[config.mk]
export PLATFORM = sky130hd
export DESIGN_NAME = control_pipe_unit_flat
export DESIGN_NICKNAME = d
export VERILOG_FILES = /design/src/rtl/control_pipe_unit_if.sv /design/src/rtl/control_pipe_unit.sv /design/src/flat_wrapper.sv
export SDC_FILE = /design/constraint.sdc
export NUM_CORES = 1
export LEC_CHECK = 0
export BUFFER_PORTS_ARGS = -buffer_cell sky130_fd_sc_hd__buf_4
export CAP_MARGIN = 20
export CORE_MARGIN = 4
export CORE_UTILIZATION = 41
export DETAILED_ROUTE_END_ITERATION = 10
export PLACE_DENSITY_LB_ADDON = 0.3
export REMOVE_ABC_BUFFERS = 1
export SYNTH_ARGS = -nofsm -noshare
export SYNTH_HDL_FRONTEND = slang
export SYNTH_SLANG_ARGS = --single-unit
[constraint.sdc]
create_clock -name clk -period 0.8 [get_ports clk]
set_input_delay 0.04 -clock clk [delete_from_list [all_inputs] [get_ports clk]]
set_output_delay 0.04 -clock clk [all_outputs]
set_load 0.01 [all_outputs]
[src/rtl/control_pipe_unit_if.sv]
// Control-unit signal bundle: D-stage instruction fields, hazard controls and E-stage flags in,
// per-stage control out.
interface control_pipe_unit_if #(
  parameter int ALU_CTRL_W = 4
);
  logic [6:0]            Op;
  logic [2:0]            funct3;
  logic [6:0]            funct7;
  logic                  StallE;
  logic                  FlushE;
  logic                  ZeroE;
  logic                  LtE;
  logic                  LtuE;

  logic [2:0]            ImmSrcD;
  logic                  IllegalD;
  logic                  RegWriteE;
  logic                  MemWriteE;
  logic                  ALUSrcE;
  logic                  BranchE;
  logic                  JumpE;
  logic [1:0]            ResultSrcE;
  logic [ALU_CTRL_W-1:0] ALUControlE;
  logic                  PCSrcE;
  logic                  RegWriteM;
  logic                  MemWriteM;
  logic [1:0]            ResultSrcM;
  logic                  RegWriteW;
  logic [1:0]            ResultSrcW;

  // Datapath / pipeline side: supplies the instruction fields and flags, consumes the control.
  modport master (
    output Op, funct3, funct7, StallE, FlushE, ZeroE, LtE, LtuE,
    input  ImmSrcD, IllegalD, RegWriteE, MemWriteE, ALUSrcE, BranchE, JumpE,
           ResultSrcE, ALUControlE, PCSrcE, RegWriteM, MemWriteM, ResultSrcM,
           RegWriteW, ResultSrcW
  );

  // Control unit side.
  modport slave (
    input  Op, funct3, funct7, StallE, FlushE, ZeroE, LtE, LtuE,
    output ImmSrcD, IllegalD, RegWriteE, MemWriteE, ALUSrcE, BranchE, JumpE,
           ResultSrcE, ALUControlE, PCSrcE, RegWriteM, MemWriteM, ResultSrcM,
           RegWriteW, ResultSrcW
  );
endinterface

[src/rtl/control_pipe_unit.sv]
// RISC-V pipelined control unit: decodes in D, carries the control bundle through E/M/W,
// and resolves the branch/jump redirect in E.
module control_pipe_unit #(
  parameter int ALU_CTRL_W = 4,
  parameter bit BRANCH_EXT = 1'b0
) (
  input logic                clk,
  input logic                rst,
  control_pipe_unit_if.slave bus
);

  typedef enum logic [3:0] {
    ALU_ADD   = 4'b0000,
    ALU_SUB   = 4'b0001,
    ALU_AND   = 4'b0010,
    ALU_OR    = 4'b0011,
    ALU_XOR   = 4'b0100,
    ALU_SLT   = 4'b0101,
    ALU_SLL   = 4'b0110,
    ALU_SRL   = 4'b0111,
    ALU_SRA   = 4'b1000,
    ALU_SLTU  = 4'b1001,
    ALU_PASSB = 4'b1010
  } alu_op_t;

  typedef enum logic [6:0] {
    OP_R      = 7'b0110011,
    OP_I      = 7'b0010011,
    OP_LOAD   = 7'b0000011,
    OP_STORE  = 7'b0100011,
    OP_BRANCH = 7'b1100011,
    OP_JAL    = 7'b1101111,
    OP_LUI    = 7'b0110111
  } opcode_t;

  typedef struct packed {
    logic       reg_write;
    logic       mem_write;
    logic       alu_src;
    logic       branch;
    logic       jump;
    logic [1:0] result_src;
    alu_op_t    alu_op;
    logic [2:0] funct3;
  } ctl_e_t;

  typedef struct packed {
    logic       reg_write;
    logic       mem_write;
    logic [1:0] result_src;
  } ctl_m_t;

  typedef struct packed {
    logic       reg_write;
    logic [1:0] result_src;
  } ctl_w_t;

  ctl_e_t     dec;
  logic [2:0] imm_src_d;
  logic       illegal_d;
  ctl_e_t     ctl_e;
  ctl_m_t     ctl_m;
  ctl_w_t     ctl_w;
  logic       take;

  // alt selects sub (funct3=000) or sra (funct3=101); other funct3 values ignore it.
  function automatic alu_op_t alu_arith(input logic [2:0] f3, input logic alt);
    alu_op_t op;
    case (f3)
      3'b000:  op = alt ? ALU_SUB : ALU_ADD;
      3'b001:  op = ALU_SLL;
      3'b010:  op = ALU_SLT;
      3'b011:  op = ALU_SLTU;
      3'b100:  op = ALU_XOR;
      3'b101:  op = alt ? ALU_SRA : ALU_SRL;
      3'b110:  op = ALU_OR;
      default: op = ALU_AND;
    endcase
    return op;
  endfunction

  always_comb begin
    dec        = '0;
    dec.alu_op = ALU_ADD;
    dec.funct3 = bus.funct3;
    imm_src_d  = 3'b000;
    illegal_d  = 1'b0;
    case (bus.Op)
      OP_R: begin
        dec.reg_write = 1'b1;
        dec.alu_op    = alu_arith(bus.funct3, bus.funct7[5]);
      end
      OP_I: begin
        // addi has no subtract form, so funct7[5] only matters for the shift-right pair
        dec.reg_write = 1'b1;
        dec.alu_src   = 1'b1;
        dec.alu_op    = alu_arith(bus.funct3, bus.funct7[5] & (bus.funct3 != 3'b000));
      end
      OP_LOAD: begin
        dec.reg_write  = 1'b1;
        dec.alu_src    = 1'b1;
        dec.result_src = 2'b01;
      end
      OP_STORE: begin
        dec.alu_src   = 1'b1;
        dec.mem_write = 1'b1;
        imm_src_d     = 3'b001;
      end
      OP_BRANCH: begin
        dec.branch = 1'b1;
        dec.alu_op = ALU_SUB;
        imm_src_d  = 3'b010;
      end
      OP_JAL: begin
        dec.reg_write  = 1'b1;
        dec.result_src = 2'b10;
        dec.jump       = 1'b1;
        imm_src_d      = 3'b011;
      end
      OP_LUI: begin
        dec.reg_write = 1'b1;
        dec.alu_src   = 1'b1;
        dec.alu_op    = ALU_PASSB;
        imm_src_d     = 3'b100;
      end
      default: illegal_d = 1'b1;
    endcase
  end

  // Flush wins over stall in E; a stalled E must not also issue into M, so M takes a bubble.
  always_ff @(posedge clk or negedge rst) begin
    if (!rst) begin
      ctl_e <= '0;
      ctl_m <= '0;
      ctl_w <= '0;
    end else begin
      if (bus.FlushE)
        ctl_e <= '0;
      else if (!bus.StallE)
        ctl_e <= dec;

      if (bus.StallE && !bus.FlushE)
        ctl_m <= '0;
      else
        ctl_m <= '{reg_write: ctl_e.reg_write, mem_write: ctl_e.mem_write,
                   result_src: ctl_e.result_src};

      ctl_w <= '{reg_write: ctl_m.reg_write, result_src: ctl_m.result_src};
    end
  end

  always_comb begin
    take = 1'b0;
    case (ctl_e.funct3)
      3'b000:  take = bus.ZeroE;
      3'b001:  take = !bus.ZeroE;
      3'b100:  take = BRANCH_EXT & bus.LtE;
      3'b101:  take = BRANCH_EXT & !bus.LtE;
      3'b110:  take = BRANCH_EXT & bus.LtuE;
      3'b111:  take = BRANCH_EXT & !bus.LtuE;
      default: take = 1'b0;
    endcase
  end

  assign bus.ImmSrcD     = imm_src_d;
  assign bus.IllegalD    = illegal_d;
  assign bus.RegWriteE   = ctl_e.reg_write;
  assign bus.MemWriteE   = ctl_e.mem_write;
  assign bus.ALUSrcE     = ctl_e.alu_src;
  assign bus.BranchE     = ctl_e.branch;
  assign bus.JumpE       = ctl_e.jump;
  assign bus.ResultSrcE  = ctl_e.result_src;
  assign bus.ALUControlE = ALU_CTRL_W'(ctl_e.alu_op);
  assign bus.PCSrcE      = ctl_e.jump | (ctl_e.branch & take);
  assign bus.RegWriteM   = ctl_m.reg_write;
  assign bus.MemWriteM   = ctl_m.mem_write;
  assign bus.ResultSrcM  = ctl_m.result_src;
  assign bus.RegWriteW   = ctl_w.reg_write;
  assign bus.ResultSrcW  = ctl_w.result_src;

endmodule
[src/flat_wrapper.sv]
// flat-port wrapper written by rule: the top's interface ports become plain ports
module control_pipe_unit_flat 
#(
  parameter int ALU_CTRL_W = 4,
  parameter bit BRANCH_EXT = 1'b0
)
  (clk, rst, bus_Op, bus_funct3, bus_funct7, bus_StallE, bus_FlushE, bus_ZeroE, bus_LtE, bus_LtuE, bus_ImmSrcD, bus_IllegalD, bus_RegWriteE, bus_MemWriteE, bus_ALUSrcE, bus_BranchE, bus_JumpE, bus_ResultSrcE, bus_ALUControlE, bus_PCSrcE, bus_RegWriteM, bus_MemWriteM, bus_ResultSrcM, bus_RegWriteW, bus_ResultSrcW);
  control_pipe_unit_if #(.ALU_CTRL_W(ALU_CTRL_W)) bus_i ();
  input logic clk;
  input logic rst;
  input wire logic [$bits(bus_i.Op)-1:0] bus_Op;
  input wire logic [$bits(bus_i.funct3)-1:0] bus_funct3;
  input wire logic [$bits(bus_i.funct7)-1:0] bus_funct7;
  input wire logic [$bits(bus_i.StallE)-1:0] bus_StallE;
  input wire logic [$bits(bus_i.FlushE)-1:0] bus_FlushE;
  input wire logic [$bits(bus_i.ZeroE)-1:0] bus_ZeroE;
  input wire logic [$bits(bus_i.LtE)-1:0] bus_LtE;
  input wire logic [$bits(bus_i.LtuE)-1:0] bus_LtuE;
  output wire logic [$bits(bus_i.ImmSrcD)-1:0] bus_ImmSrcD;
  output wire logic [$bits(bus_i.IllegalD)-1:0] bus_IllegalD;
  output wire logic [$bits(bus_i.RegWriteE)-1:0] bus_RegWriteE;
  output wire logic [$bits(bus_i.MemWriteE)-1:0] bus_MemWriteE;
  output wire logic [$bits(bus_i.ALUSrcE)-1:0] bus_ALUSrcE;
  output wire logic [$bits(bus_i.BranchE)-1:0] bus_BranchE;
  output wire logic [$bits(bus_i.JumpE)-1:0] bus_JumpE;
  output wire logic [$bits(bus_i.ResultSrcE)-1:0] bus_ResultSrcE;
  output wire logic [$bits(bus_i.ALUControlE)-1:0] bus_ALUControlE;
  output wire logic [$bits(bus_i.PCSrcE)-1:0] bus_PCSrcE;
  output wire logic [$bits(bus_i.RegWriteM)-1:0] bus_RegWriteM;
  output wire logic [$bits(bus_i.MemWriteM)-1:0] bus_MemWriteM;
  output wire logic [$bits(bus_i.ResultSrcM)-1:0] bus_ResultSrcM;
  output wire logic [$bits(bus_i.RegWriteW)-1:0] bus_RegWriteW;
  output wire logic [$bits(bus_i.ResultSrcW)-1:0] bus_ResultSrcW;
  assign bus_i.Op = bus_Op;
  assign bus_i.funct3 = bus_funct3;
  assign bus_i.funct7 = bus_funct7;
  assign bus_i.StallE = bus_StallE;
  assign bus_i.FlushE = bus_FlushE;
  assign bus_i.ZeroE = bus_ZeroE;
  assign bus_i.LtE = bus_LtE;
  assign bus_i.LtuE = bus_LtuE;
  assign bus_ImmSrcD = bus_i.ImmSrcD;
  assign bus_IllegalD = bus_i.IllegalD;
  assign bus_RegWriteE = bus_i.RegWriteE;
  assign bus_MemWriteE = bus_i.MemWriteE;
  assign bus_ALUSrcE = bus_i.ALUSrcE;
  assign bus_BranchE = bus_i.BranchE;
  assign bus_JumpE = bus_i.JumpE;
  assign bus_ResultSrcE = bus_i.ResultSrcE;
  assign bus_ALUControlE = bus_i.ALUControlE;
  assign bus_PCSrcE = bus_i.PCSrcE;
  assign bus_RegWriteM = bus_i.RegWriteM;
  assign bus_MemWriteM = bus_i.MemWriteM;
  assign bus_ResultSrcM = bus_i.ResultSrcM;
  assign bus_RegWriteW = bus_i.RegWriteW;
  assign bus_ResultSrcW = bus_i.ResultSrcW;
  control_pipe_unit #(.ALU_CTRL_W(ALU_CTRL_W), .BRANCH_EXT(BRANCH_EXT)) u_core (.clk(clk), .rst(rst), .bus(bus_i));
endmodule
==> metrics.txt, run 1 <==
status finished, violations left; failing checks negative setup slack; IO Pins 47; Critical Path End bus_PCSrcE; clock network power share 0.361; GRT overflow 0; Setup Skew roughly 0.00043 ns; Cell Area, Synth between 1000 and 1500 um^2; Slew HR 0.778; switching power share of the total 0.235; Final setup viols 34; routability cong. between 0.8 and 0.9; syn_area_per_cell 10.2 um^2; Layout area overhead 81.5%; Reg clk slew, reported paths 0.11 ns; n_diodes 0; Critical Path Source Type flop; R2R cell count 3; Root Buffer clkbuf_4; PwrDens 1250 nW/um^2; H-tree levels 1; Clock Path Buffers 2; total CTS buffers 3; Crit Path Category flop to primary output; R2R Setup Slk -0.04 ns; Slew @ Worst Pin 0.332 ns; Setup TNS -3.71 ns; Synth Flop Type dfrtp_1; Total GRT Usage 0.201; Yosys reg bits 20; hold crit path type primary input to flop; nets 190; Critical Path AT approximately 1.2 ns; Chip Height 57.5 um; top cells by count, synth 20 x dfrtp_1, 10 x nand2_1, 10 x nor2_1; # port buffers 38; antenna-violating nets left 0; Critical R2R Launch u_core.bus.RegWriteE; Int Pwr approximately 1.8 mW; MaxCap Viol Count 0; Final Routed Wirelength 3.35 mm; Reg power frac 0.450; die footprint 3310 um^2; DR pass1 iterations 4; Initial Util 0.442; RSZ-0062 raised after global routing yes; reg2reg end u_core.bus.RegWriteE; sequential fraction of the synthesis area 0.498; Peak VDD IR 0.00136 V; Final Critical Period 1.25 ns; Critical Path Start u_core.ctl_e[0]; max frequency 0.802 GHz; vias per inst 5.46; die extent in x 57.5 um; Post-synth EDFFs 0; dominant cell type by area after synthesis dfrtp_1; hold path cells 3; initial drt markers 44; via count 1053; DR DRC count 0; Switching Power 0.538 mW; CTS tree yes; area share of the largest cell type after synthesis 0.498; Req. time, crit path 0.76 ns; CP max FO 2; later-pin clock latency in the skew report 0.31 ns; ys async rst share 1.00; CP endpoint kind primary output; Final Cycle Share 1.56; post-synthesis cell type count 35; CORE AREA 2280 um^2; Hold Vio Cnt, Final 0; initial antenna violation count 0; vias in the first global route roughly 1100; site row count 17; final worst slack -0.447 ns; Ys Warns 0; fill count approximately 150; Setup WS pre-CTS -0.513 ns; Final Slew Violations 0; Leak 0.895 nW; clock sink count 20; first-pass GRT wire length between 5 and 6 mm; routed length per instance 17.3 um; part of the power in combinational logic 0.189; most numerous cell in the Yosys netlist dfrtp_1; top cells by area, synth dfrtp_1 50%, buf_4 5.2%, nor2b_1 4.4%; layout cells sized above 1 0.606; hpwl dp 2.00 mm; Synth Instances 99; largest net degree at the start of global routing 21
==> final cells by class <==
class / count / area, um^2 / area share
Tap cell: 28 / 35.0 / 0.0192
Clock buffer: 3 / 22.5 / 0.0123
Multi-Input combinational cell: 68 / 546 / 0.299
Sequential cell: 20 / 500 / 0.274
Timing Repair Buffer: 73 / 692 / 0.379
Clock inverter: 1 / 30.0 / 0.0164
==> registers in the layout, summed over array words and instances, names as in the netlist <==
| register | cells |
|---|---|
| u_core.bus.ALUControlE | 4 |
| u_core.bus.RegWriteE | 1 |
| u_core.bus.ResultSrcM | 2 |
| u_core.bus.ResultSrcE | 1 |
| u_core.bus.MemWriteE | 1 |
| u_core.bus.ResultSrcW | 2 |
| u_core.bus.MemWriteM | 1 |
| u_core.bus.ALUSrcE | 1 |
| u_core.bus.RegWriteW | 1 |
| u_core.bus.RegWriteM | 1 |
| u_core.bus.JumpE | 1 |
| u_core.ctl_e | 3 |
| u_core.bus.BranchE | 1 |
==> metal layers <==
| layer | wire (um) | vias up | global-route usage |
|---|---|---|---|
| met5 | 0 | - | 0 |
| met4 | 33 | 0 | 0.0596 |
| met3 | 188 | 4 | 0.0520 |
| met2 | 1780 | 51 | 0.360 |
| met1 | 1350 | 510 | 0.234 |
| li1 | - | 488 | - |
==> critical path: stages (launching register included) <==
cell,delay (ns)
dfrtp_1,0.41
xor2_1,0.15
a31o_2,0.23
buf_6,0.11
==> worst min path at each step <==
stage / startpoint / end / slack (ns)
2_1_floorplan: rst / u_core.bus.ALUControlE[0] / -0.26
3_3_place_gp: rst / u_core.bus.MemWriteM / -0.07
3_5_place_dp: rst / u_core.bus.MemWriteM / -0.07
4_1_cts: bus_funct3[1] / u_core.ctl_e[1] / 0.05
5_1_grt: bus_FlushE / u_core.bus.JumpE / 0.08
6_report: bus_funct3[1] / u_core.ctl_e[1] / 0.06
==> stage by stage <==
stage	utilization	hold WS, ns	instances	total power [mW]	cell area, um^2
global placement	0.629	-0.0727	178	1.36	1430
global route	0.802	0.0823	193	2.37	1830
floorplan	-	-0.256	88	1.14	931
finish	0.802	0.0550	193	2.29	1830
detailed placement	0.629	-0.0679	178	1.37	1430
CTS	0.769	0.0480	193	2.26	1750
==> kinds of logic after synthesis <==
| logic type | after synthesis | share of synthesized area |
|---|---|---|
| buf+inv | 11 | 0.0746 |
| mux | 3 | 0.0299 |
| simple gates | 41 | 0.224 |
| xor+xnor | 2 | 0.0174 |
| flops | 20 | 0.498 |
| compound gates | 22 | 0.157 |
==> power groups by stage <==
stage | clock (mW) | combinational [mW] | sequential [mW]
after floorplan | 0 | 0.0882 | 1.05
after global placement | 0 | 0.311 | 1.05
after detailed placement | 0 | 0.320 | 1.05
after CTS | 0.833 | 0.393 | 1.03
after global routing | 0.872 | 0.464 | 1.03
final | 0.826 | 0.432 | 1.03
==> timing repair <==
| item | in CTS | in global routing |
|---|---|---|
| pin swaps | 18 | 9 |
| endpoints found under the hold margin | 21 | 0 |
| gates resized for setup | 47 | 16 |
| cloned | 0 | 0 |
| endpoints found under the setup margin | 34 | 34 |
| hold buffers | 2 | 0 |
| buffers inserted | 9 | 0 |
==> placed cells by master (no fill, tap or decap), types with 2 or more instances in the layout <==
master,n
nand2_1,7
dfrtp_1,20
nor2b_1,6
xor2_1,2
buf_6,35
nor3_4,2
buf_4,35
clkbuf_4,3
nand2_2,4
or4_4,3
mux2i_1,3
dlygate4sd3_1,2
a21oi_2,4
a21oi_1,2
nor2_1,10
a22o_1,2
Power figures use the tool's default switching activity.
==> run 2: changes to the inputs <==
--- a/config.mk
+++ b/config.mk
@@ -10,6 +10,7 @@
 export CORE_MARGIN = 4
 export CORE_UTILIZATION = 41
 export DETAILED_ROUTE_END_ITERATION = 10
+export MAX_ROUTING_LAYER = met4
 export PLACE_DENSITY_LB_ADDON = 0.3
 export REMOVE_ABC_BUFFERS = 1
 export SYNTH_ARGS = -nofsm -noshare
==> metrics.txt, run 2 (synthesized netlist as in run 1, its figures left out) <==
status finished, violations left; failing checks negative setup slack; DR DRC count 0; Initial Util 0.442; Final Routed Wirelength 3.34 mm; Placed Cells incl. Taps 178; Finished Layout Cells between 150 and 200; met3 WL 193 um; Multi-input gate area approximately 550 um^2; max reg flops 4; die footprint 3310 um^2; Setup Skew 0.000487 ns; Critical Path AT ~1.2 ns; Sequential Area between 500 and 600 um^2; Clock Path Buffers 2; nets 190; clock sink count 20; part of the power in combinational logic 0.189; site row count 17; GRT overflow 0; hpwl dp 2.00 mm; initial drt markers 36; Layout area overhead 81.5%; reg2reg end u_core.bus.ResultSrcE[0]; Reg clk slew, reported paths 0.11 ns; Reg power frac 0.451; IO Pins 47; total CTS buffers 3; Final setup viols 34; Setup WS pre-CTS -0.513 ns; largest net degree at the start of global routing 21; Placed Area around 1400 um^2; # port buffers 38; CP max FO 2; Finished Cell Area 1830 um^2; antenna-violating nets left 0; clock network power share 0.360; vias per inst about 5.4; Total GRT Usage 0.206; Critical Path Start u_core.ctl_e[0]; switching power share of the total 0.235; n_diodes 0; via count 1048; Switching Power 0.537 mW; Final Cycle Share 1.56; R2R cell count 2; first-pass GRT wire length 5.06 mm; Tot Pwr 2.29 mW; MaxCap Viol Count 0; layout cells sized above 1 0.606; Slew @ Worst Pin 0.334 ns; Req. time, crit path 0.76 ns; Critical R2R Launch u_core.bus.ResultSrcE[0]; routability cong. 0.823; most frequent cells in the layout 35 x buf_4, 35 x buf_6, 20 x dfrtp_1, 10 x nor2_1, 7 x nand2_1; die extent in x between 50 and 60 um; initial antenna violation count 0; Peak VDD IR 0.00136 V; max frequency 0.800 GHz; routed length per instance 17.3 um; vias in the first global route 1088; Worst Hold End u_core.ctl_e[1]; fill count approximately 150; RSZ-0062 raised after global routing yes; final core utilization 0.802; CORE AREA around 2300 um^2; Root Buffer clkbuf_4; M1 WL 1.34 mm; Crit Path Category flop to primary output; Slew HR 0.777; hold path start bus_funct3[1]; CTS tree yes; later-pin clock latency in the skew report 0.30 ns; Int Pwr 1.75 mW; Final Critical Period 1.25 ns; CP endpoint kind primary output; Critical Path Source Type flop; Met2 Wirelength 1.75 mm; H-tree levels 1; Chip Height 57.5 um; R2R Setup Slk -0.04 ns; PwrDens around 1300 nW/um^2; hold path cells 3; Final Slew Violations 0; Leak 0.895 nW; Hold Vio Cnt, Final 0; DR pass1 iterations 4; top sig layer met4; final worst slack -0.450 ns; hold crit path type primary input to flop
-- run 2: cell type report --
class | count | area share
Timing Repair Buffer | 73 | 0.379
Clock inverter | 1 | 0.0164
Sequential cell | 20 | 0.274
Tap cell | 28 | 0.0192
Clock buffer | 3 | 0.0123
Multi-Input combinational cell | 68 | 0.299
-- run 2: per-layer routing --
| layer | up-vias | global-route usage |
|---|---|---|
| li1 | 483 | - |
| met1 | 515 | 0.230 |
| met2 | 44 | 0.361 |
| met3 | 6 | 0.0498 |
| met4 | 0 | 0.0596 |
| met5 | - | - |
-- run 2: per-stage QoR --
step	TNS [ns]	hold WS, ns
2_1_floorplan	-2.22	-0.256
3_3_place_gp	-5.22	-0.0727
3_5_place_dp	-5.62	-0.0679
4_1_cts	-3.91	0.0480
5_1_grt	-4.78	0.0823
6_report	-3.70	0.0590
-- run 2: what timing repair did --
action / CTS / global route
endpoints found under the setup margin: 34 / 34
setup buffers: 9 / 0
gates resized for setup: 47 / 16
hold endpoints to repair: 21 / 0
gates cloned: 0 / 0
hold buffers: 2 / 0
pin swaps: 18 / 9
-- run 2: power groups by stage --
stage               clock network, mW  logic (mW)  registers [mW]
CTS                             0.833       0.393            1.03
detailed placement                  0       0.320            1.05
finish                          0.824       0.433            1.03
global placement                    0       0.311            1.05
floorplan                           0      0.0882            1.05
global route                    0.872       0.463            1.03
-- run 2: worst max-delay path by stage --
stage / to
2_1_floorplan: u_core.bus.ALUControlE[1]
3_3_place_gp: u_core.bus.ALUControlE[1]
3_5_place_dp: u_core.bus.ALUControlE[1]
4_1_cts: bus_PCSrcE
5_1_grt: bus_PCSrcE
6_report: bus_PCSrcE
-- run 2: worst max-delay path, cell delays in order (launching register included) --
cell and delay [ns]:
dfrtp_1 0.42, xor2_1 0.15, a31o_2 0.23, buf_6 0.11
==> run 3: changes to the inputs <==
--- a/config.mk
+++ b/config.mk
@@ -8,11 +8,12 @@
 export BUFFER_PORTS_ARGS = -buffer_cell sky130_fd_sc_hd__buf_4
 export CAP_MARGIN = 20
 export CORE_MARGIN = 4
-export CORE_UTILIZATION = 41
+export CORE_UTILIZATION = 40
 export DETAILED_ROUTE_END_ITERATION = 10
 export MAX_ROUTING_LAYER = met4
-export PLACE_DENSITY_LB_ADDON = 0.3
+export PLACE_DENSITY = 0.79
 export REMOVE_ABC_BUFFERS = 1
+export SLEW_MARGIN = 20
 export SYNTH_ARGS = -nofsm -noshare
 export SYNTH_HDL_FRONTEND = slang
 export SYNTH_SLANG_ARGS = --single-unit
==> metrics.txt, run 3 (synthesized netlist as in run 1, its figures left out) <==
Sequential Area 500 um^2; Placed Cells incl. Taps 179; total CTS buffers 3; antenna-violating nets left 0; initial drt markers 32; Critical Path AT 1.20 ns; Final Routed Wirelength 3.72 mm; Final Slew Violations 0; vias in the first global route 1142; Root Buffer clkbuf_4; most frequent cells in the layout 37 x buf_6, 36 x buf_4, 20 x dfrtp_1, 10 x nor2_1, 7 x nand2_1; clock network power share 0.365; Final setup viols 34; Slew @ Worst Pin 0.489 ns; Critical Path Source Type flop; Placed Area 1440 um^2; routed length per instance 18.9 um; initial antenna violation count 0; DR DRC count 0; largest net degree at the start of global routing 21; Multi-input gate area around 540 um^2; Setup WS pre-CTS -0.468 ns; hpwl dp 1.98 mm; Final Critical Period 1.24 ns; fill count 111; first-pass GRT wire length between 5 and 6 mm; Hold Vio Cnt, Final 0; worst-path cell chain xor2_1 > a31o_2 > buf_6; Peak VDD IR 0.00202 V; Int Pwr 1.77 mW; Setup TNS -4.21 ns; CP endpoint kind primary output; die extent in x 58.2 um; hold crit path type primary input to flop; site row count 17; Reg power frac 0.441; GRT overflow 0; commonest non-fill, non-tap cell in the layout buf_6; routability cong. 0.884; Layout area overhead 86.3%; Req. time, crit path ~0.76 ns; max reg flops 4; die footprint 3380 um^2; vias per inst 5.60; CTS tree yes; CP max FO 2; final worst slack -0.441 ns; Crit Path Category flop to primary output; crit-path max cell delay a little over 0.4 ns; max frequency just over 0.8 GHz; MaxCap Viol Count 0; part of the power in combinational logic 0.194; Clock Path Buffers 2; CORE AREA 2300 um^2; Worst path slowest cell dfrtp_1; PwrDens 1250 nW/um^2; RSZ-0062 raised after global routing yes; Finished Cell Area around 1900 um^2; Reg clk slew, reported paths 0.11 ns; IO Pins 47; Leak 0.930 nW; Initial Util 0.438; Total GRT Usage 0.217; Final Cycle Share 1.55; Final Hold Slack 0.0268 ns; status finished, violations left; layout cells sized above 1 0.621; Chip Height 58.2 um; Setup Skew 0.00658 ns; n_diodes 0; Finished Layout Cells 197; Slew HR 0.673; via count roughly 1100; H-tree levels 1; later-pin clock latency in the skew report 0.33 ns; # port buffers 38; failing checks negative setup slack; DR pass1 iterations 4; nets 194; Switching Power 0.574 mW; clock sink count 20; switching power share of the total 0.245
==> run 3: cell count changes in the layout (fill, tap and decap cells not counted) <==
cell           delta
buf_6             +2
buf_8             +2
nand2_2           -2
nand2_4           +2
buf_4             +1
dlygate4sd3_1     -1
nor2b_1           -1
nor2b_2           +1
o31ai_1           +1
o31ai_4           -1
==> run 3: worst max-delay path, delay by kind of cell (launching register included) <==
| kind | cells | cell delay [ns] |
|---|---|---|
| compound gates | 1 | 0.21 |
| xor+xnor | 1 | 0.15 |
| buf+inv | 1 | 0.12 |
| flops | 1 | 0.41 |
==> run 3: power by group through the flow <==
stage,registers (mW),clock network [mW],logic [mW]
after CTS,1.03,0.834,0.406
final,1.03,0.856,0.454
after global placement,1.05,0,0.314
after floorplan,1.05,0,0.0882
after global routing,1.03,0.901,0.483
after detailed placement,1.05,0,0.324
==> run 3: final cells by class <==
cell class                 count  area share
clock buffer                   3      0.0120
clock inverter                 1      0.0160
multi-input combinational     68       0.290
sequential                    20       0.267
tap                           28      0.0187
timing repair buffer          77       0.396
==> run 3: worst paths after layout <==
path	from	to	slack (ns)	depth (start not counted)
min	bus_FlushE	u_core.bus.BranchE	0.03	3
min in group asynchronous	rst	u_core.bus.ResultSrcM[0]	0.12	2
max in group asynchronous	rst	u_core.ctl_e[1]	0.46	2
max	u_core.ctl_e[0]	bus_PCSrcE	-0.44	3
max reg2reg	u_core.ctl_e[0]	u_core.ctl_e[0]	-0.05	3
min reg2reg	u_core.bus.ResultSrcM[1]	u_core.bus.ResultSrcW[1]	0.41	0
==> run 3: metrics by stage <==
stage	power, mW	util
finish	2.34	0.816
CTS	2.27	0.780
global placement	1.36	0.626
detailed placement	1.37	0.626
global route	2.42	0.816
floorplan	1.14	-
==> run 3: timing repair <==
item / in CTS / in global routing
resized for setup: 54 / 16
buffers inserted: 11 / 3
pin swaps: 21 / 5
setup endpoints to repair: 34 / 38
hold buffers: 1 / 0
hold endpoints to repair: 20 / 0
==> run 3: routing by layer <==
layer / vias up / global-route usage / share of wire
li1: 490 / - / -
met1: 528 / 0.234 / 0.36
met2: 68 / 0.389 / 0.52
met3: 17 / 0.0445 / 0.072
met4: 0 / 0.0762 / 0.043
met5: - / - / 0
